`config.mk`:
```
export PLATFORM = sky130hd
export DESIGN_NAME = run_expander
export DESIGN_NICKNAME = d
export VERILOG_FILES = /design/src/rtl/run_expander.sv
export SDC_FILE = /design/constraint.sdc
export NUM_CORES = 1
export LEC_CHECK = 0
export CORE_MARGIN = 2
export CORE_UTILIZATION = 58
export DETAILED_ROUTE_END_ITERATION = 16
export MAX_ROUTING_LAYER = met4
export PLACE_DENSITY = 0.85
export SLEW_MARGIN = 20
export SYNTH_ARGS = -nofsm -noshare
export SYNTH_HDL_FRONTEND = slang
export SYNTH_SLANG_ARGS = --single-unit
```
`constraint.sdc`:
```
create_clock -name clk -period 8 [get_ports clk]
set_input_delay 1.6 -clock clk [delete_from_list [all_inputs] [get_ports clk]]
set_output_delay 1.6 -clock clk [all_outputs]
set_load 0.02 [all_outputs]
```
`src/rtl/run_expander.sv`:
```
// -----------------------------------------------------------------------------
// run_expander
//
// Streaming run-length expander. Accepts (byte, run) pairs and re-emits each
// byte `run` times, packed into N-byte words. Lane 0 (out_data[7:0]) carries
// the earliest byte in stream order. Unused lanes of a word are zero.
// out_count gives the number of valid lanes. A frame ends with a word flagged
// out_last; an empty frame yields a single word with out_count = 0.
//
// Ports
//   clk        rising-edge clock
//   rst        synchronous, active-high reset (discards everything in flight)
//   in_valid   input pair present
//   in_ready   block can accept a pair (only in IDLE, low while rst is high)
//   in_data    byte value
//   in_run     number of copies, 0 means emit nothing
//   in_last    final pair of the frame
//   out_valid  output word present (held until out_ready)
//   out_ready  consumer accepts the word
//   out_data   packed bytes, lane i = out_data[8*(i+1)-1 -: 8]
//   out_count  number of valid lanes (0..N)
//   out_last   final word of the frame
// -----------------------------------------------------------------------------
module run_expander #(
   parameter int N  = 8,
   parameter int CW = 4
) (
   input  logic                       clk,
   input  logic                       rst,
   input  logic                       in_valid,
   output logic                       in_ready,
   input  logic [7:0]                 in_data,
   input  logic [CW-1:0]              in_run,
   input  logic                       in_last,
   output logic                       out_valid,
   input  logic                       out_ready,
   output logic [8*N-1:0]             out_data,
   output logic [$clog2(N+1)-1:0]     out_count,
   output logic                       out_last
);

   localparam int FW = $clog2(N+1);

   typedef enum logic [1:0] {
      IDLE   = 2'd0,
      EXPAND = 2'd1,
      FLUSH  = 2'd2
   } state_t;

   state_t           state;
   logic [8*N-1:0]   asm_data;   // assembly register; lanes at/above fill are always zero
   logic [FW-1:0]    fill;
   logic [CW-1:0]    remaining;
   logic [7:0]       byte_l;
   logic             last_l;

   logic             out_free;
   logic             full;
   logic             xfer_full;
   logic             xfer_flush;
   logic             transfer;
   logic             write_en;
   logic             accept;
   logic [8*N-1:0]   asm_nxt;
   logic [FW-1:0]    fill_nxt;

   // Write one byte into a lane of a packed word.
   function automatic logic [8*N-1:0] put_lane(input logic [8*N-1:0] w,
                                               input logic [FW-1:0]  lane,
                                               input logic [7:0]     b);
      logic [8*N-1:0] r;
      r = w;
      r[8*int'(lane) +: 8] = b;
      return r;
   endfunction

   assign in_ready = (state == IDLE) && !rst;
   assign accept   = in_valid && in_ready;
   assign out_free = !out_valid || out_ready;
   assign full     = (fill == FW'(N));

   // A full word leaves eagerly whenever the output register can take it,
   // except in FLUSH where the same word goes out flagged as last instead.
   assign xfer_full  = full && out_free && (state != FLUSH);
   assign xfer_flush = (state == FLUSH) && out_free;
   assign transfer   = xfer_full || xfer_flush;

   // EXPAND writes unless the assembly is full and cannot be emptied this cycle.
   assign write_en = (state == EXPAND) && (!full || out_free);

   // ---- assembly next-state: transfer clears first, then the write lands ----
   always_comb begin
      asm_nxt  = asm_data;
      fill_nxt = fill;
      if (transfer) begin
         asm_nxt  = '0;
         fill_nxt = '0;
      end
      if (write_en) begin
         asm_nxt  = put_lane(asm_nxt, fill_nxt, byte_l);
         fill_nxt = fill_nxt + FW'(1);
      end
   end

   // ---- control FSM, assembly and output register ----
   always_ff @(posedge clk) begin
      if (rst) begin
         state     <= IDLE;
         asm_data  <= '0;
         fill      <= '0;
         remaining <= '0;
         byte_l    <= '0;
         last_l    <= 1'b0;
         out_valid <= 1'b0;
         out_data  <= '0;
         out_count <= '0;
         out_last  <= 1'b0;
      end else begin
         asm_data <= asm_nxt;
         fill     <= fill_nxt;

         if (transfer) begin
            out_valid <= 1'b1;
            out_data  <= asm_data;
            out_count <= fill;
            out_last  <= xfer_flush;
         end else if (out_valid && out_ready) begin
            out_valid <= 1'b0;
         end

         case (state)
            IDLE: begin
               if (accept) begin
                  byte_l    <= in_data;
                  remaining <= in_run;
                  last_l    <= in_last;
                  if (in_run != '0) begin
                     state <= EXPAND;
                  end else if (in_last) begin
                     state <= FLUSH;
                  end
               end
            end
            EXPAND: begin
               if (write_en) begin
                  remaining <= remaining - CW'(1);
                  if (remaining == CW'(1)) begin
                     state <= last_l ? FLUSH : IDLE;
                  end
               end
            end
            FLUSH: begin
               if (out_free) begin
                  state <= IDLE;
               end
            end
            default: state <= IDLE;
         endcase
      end
   end

endmodule
```
==> run metrics <==
HPWL after DPL=9430 um; count of final hold-check violations=0; post-synthesis mux area share=10.9%; Final Worst Setup Slack=3360 ps; Max Freq=216 MHz; Num CTS Buffers=17; Via density=5.55; pre-CTS WS=3170 ps; I/O Buffers=87; Setup violations, final=0; Mapped Nets=711; wire length per cell=16.3 um; Final period util=57.9%; Post-Syn Instances=689; Synth Area per Inst=8.56 sq um; R2R Path End=asm_data[50]; commonest non-fill, non-tap cells in the layout=nand2_1 (243), dfxtp_1 (153), clkdlybuf4s50_1 (86); RSZ-0062 raised after global routing=no; multi-input logic area=2650 sq um; CTS resizes=0; Synth Area in Adders=1.06%; simple-gate share of the synthesized area=22.3%; CP Class=in2out; WL final=14700 um; top cell type's share of synthesized area=51.9%; DRC viols=0; area of all sequential standard cells=3060 sq um; status=finished clean; clk_skew=8.42 ps; most common cell after layout, fill and taps aside=nand2_1; Worst-path clk slew=70 ps; Post-CTS Setup Bufs=0; Sink Count=153; row cnt=36; reg2reg start=out_valid; final core occ=74.8%; headroom to the max-slew limit=30.5%; worst path cell trace=buf_2, buf_4, nor3_1, clkdlybuf4s50_1; Tot GR Track Use=27.9%; combinational family with the most area after synthesis=simple AND/OR/NAND/NOR gates; Clock H-tree levels=4; largest net degree at the start of global routing=95; share of layout cells above drive strength 1=6.37%; Data arrival, critical path=3040 ps; IO Pins=88; Worst R2R Setup Slack=4740 ps; Largest stage delay, worst path=700 ps; FF-to-FF path depth=7; Max-Cap Viols=0; Clock Tree Root=clkbuf_8; Starting Density=60.1%; area delta synth->final=24.5%; CTS Buffer Depth=2; VDD IR max=0.168 mV; Chip Height=105 um; largest fanout on the critical path=94; ranking of synthesized cells by area=dfxtp_1 (52%), nand2_1 (15%), mux2i_1 (11%); CP required=6400 ps; max-slew violation count=0; ANT cells=0; hold slack=456 ps; placed instance count=870; Post-DRT Antenna Nets=0; first-pass GRT wire length=23900 um; vias in the first global route=4849; Seq/Total Area, Yosys=51.9%; synthesis-stage register bit count=153; Worst setup SP type=primary input; initial antenna violation count=0; leading area contributor after synthesis=dfxtp_1; slowest CP cell=buf_4; Netlist cell types=39; Critical Path Sink=in_ready; vias after detailed routing=5006; Fill cells=762; post-synthesis compound-gate area fraction=9.65%; worst min path class=reg2reg; Initial DRT Pass Iterations=7; nets@finish=778; P per Cell Area=219 nW/um^2; Post-Syn Area=5900 sq um; hold_buf cts=0; Worst-Skew Late Latency=530 ps; grt ovf=0; CTS tree=yes; setup_tns=0 ps; Core Box Area=9820 sq um; Final Non-Filler Cells=902; global placement routability congestion=0.824; start point of the critical path=rst; capturing element type of the critical path=output port; Die ar.=11000 sq um; Worst Tran Pin Value=1040 ps; cell leakage power=2.68 nW; Period minus WS final=4640 ps; DIE WIDTH=105 um; Warnings, synthesis=0; DRT iter0 DRCs=335; xor and xnor area share after synthesis=0.743%
## cell type report
cell class	count	share of cell area [%]
clock buffer	19	5.74
sequential	153	41.7
inverter	4	0.204
multi-input combinational	487	36.0
timing repair buffer	93	12.4
clock inverter	13	1.65
tap	133	2.27
## where the power goes
group / internal (mW) / switching, mW
clock: 0.415 / 0.319
combinational: 0.0316 / 0.0590
sequential: 0.770 / 0.0125
## cell families after synthesis
group                    count (synthesis)
AND/OR/NAND/NOR                        309
flip-flops                             153
AO/OA/AOI/OAI                          104
multiplexers                            64
buffers and inverters                   49
XOR/XNOR                                 5
adder cells (fa/ha/maj)                  5
## state kept, by name (all words and copies together), names as in the netlist
| register | flops |
|---|---|
| out_data | 64 |
| last_l | 1 |
| state | 2 |
| out_valid | 1 |
| fill | 4 |
| remaining | 4 |
| out_count | 4 |
| out_last | 1 |
| asm_data | 64 |
| byte_l | 8 |
## Yosys cell counts
master	number
buf_6	1
nor2b_1	1
a2bb2oi_1	2
nand4_2	1
nor4b_1	2
a21oi_1	73
o22ai_1	2
a2111oi_0	1
buf_2	9
or4b_1	1
nor2_2	2
o211ai_1	1
o21ai_0	15
a22oi_1	1
a21oi_4	1
or3_1	3
nand3_1	11
clkbuf_1	35
nand2_1	243
xnor2_1	3
a31oi_1	4
nor3b_1	1
and3_1	1
or4b_4	1
a311oi_1	1
nor3_1	4
ha_1	5
xor2_1	2
or4_1	4
dfxtp_1	153
a21o_1	1
nor4_4	1
or3_4	1
o21ai_2	2
nand2b_1	14
inv_1	4
nand4_1	2
nor2_1	16
mux2i_1	64
## stage by stage
| step | instance area [sq um] | total power, mW |
|---|---|---|
| 2_1_floorplan | 5900 | 0.858 |
| 3_3_place_gp | 6800 | 0.883 |
| 3_5_place_dp | 6800 | 0.886 |
| 4_1_cts | 7340 | 1.61 |
| 5_1_grt | 7340 | 1.65 |
| 6_report | 7340 | 1.61 |
## worst max-delay path, delay by kind of cell
kind	cells	cell delay (ps)
AND/OR/NAND/NOR	1	80
buffers and inverters	3	1350
## worst min-delay path by stage
stage | start | to | slack, ps | cells after the start
floorplan | asm_data[0] | out_data[0] | 430 | 2
global placement | asm_data[41] | asm_data[41] | 440 | 2
detailed placement | out_data[60] | out_data[60] | 450 | 2
CTS | out_data[60] | out_data[60] | 460 | 2
global route | asm_data[8] | asm_data[8] | 470 | 2
finish | out_data[60] | out_data[60] | 460 | 2
## layer usage
| layer | global-route usage, % | vias to the layer above | share of wire, % |
|---|---|---|---|
| met2 | 46.5 | 171 | 50 |
| met3 | 5.74 | 29 | 5.7 |
| li1 | - | 2419 | - |
| met5 | - | - | 0 |
| met1 | 33.0 | 2387 | 42 |
| met4 | 11.1 | 0 | 2.4 |
Note: power is estimated with default switching activity, not from simulation.
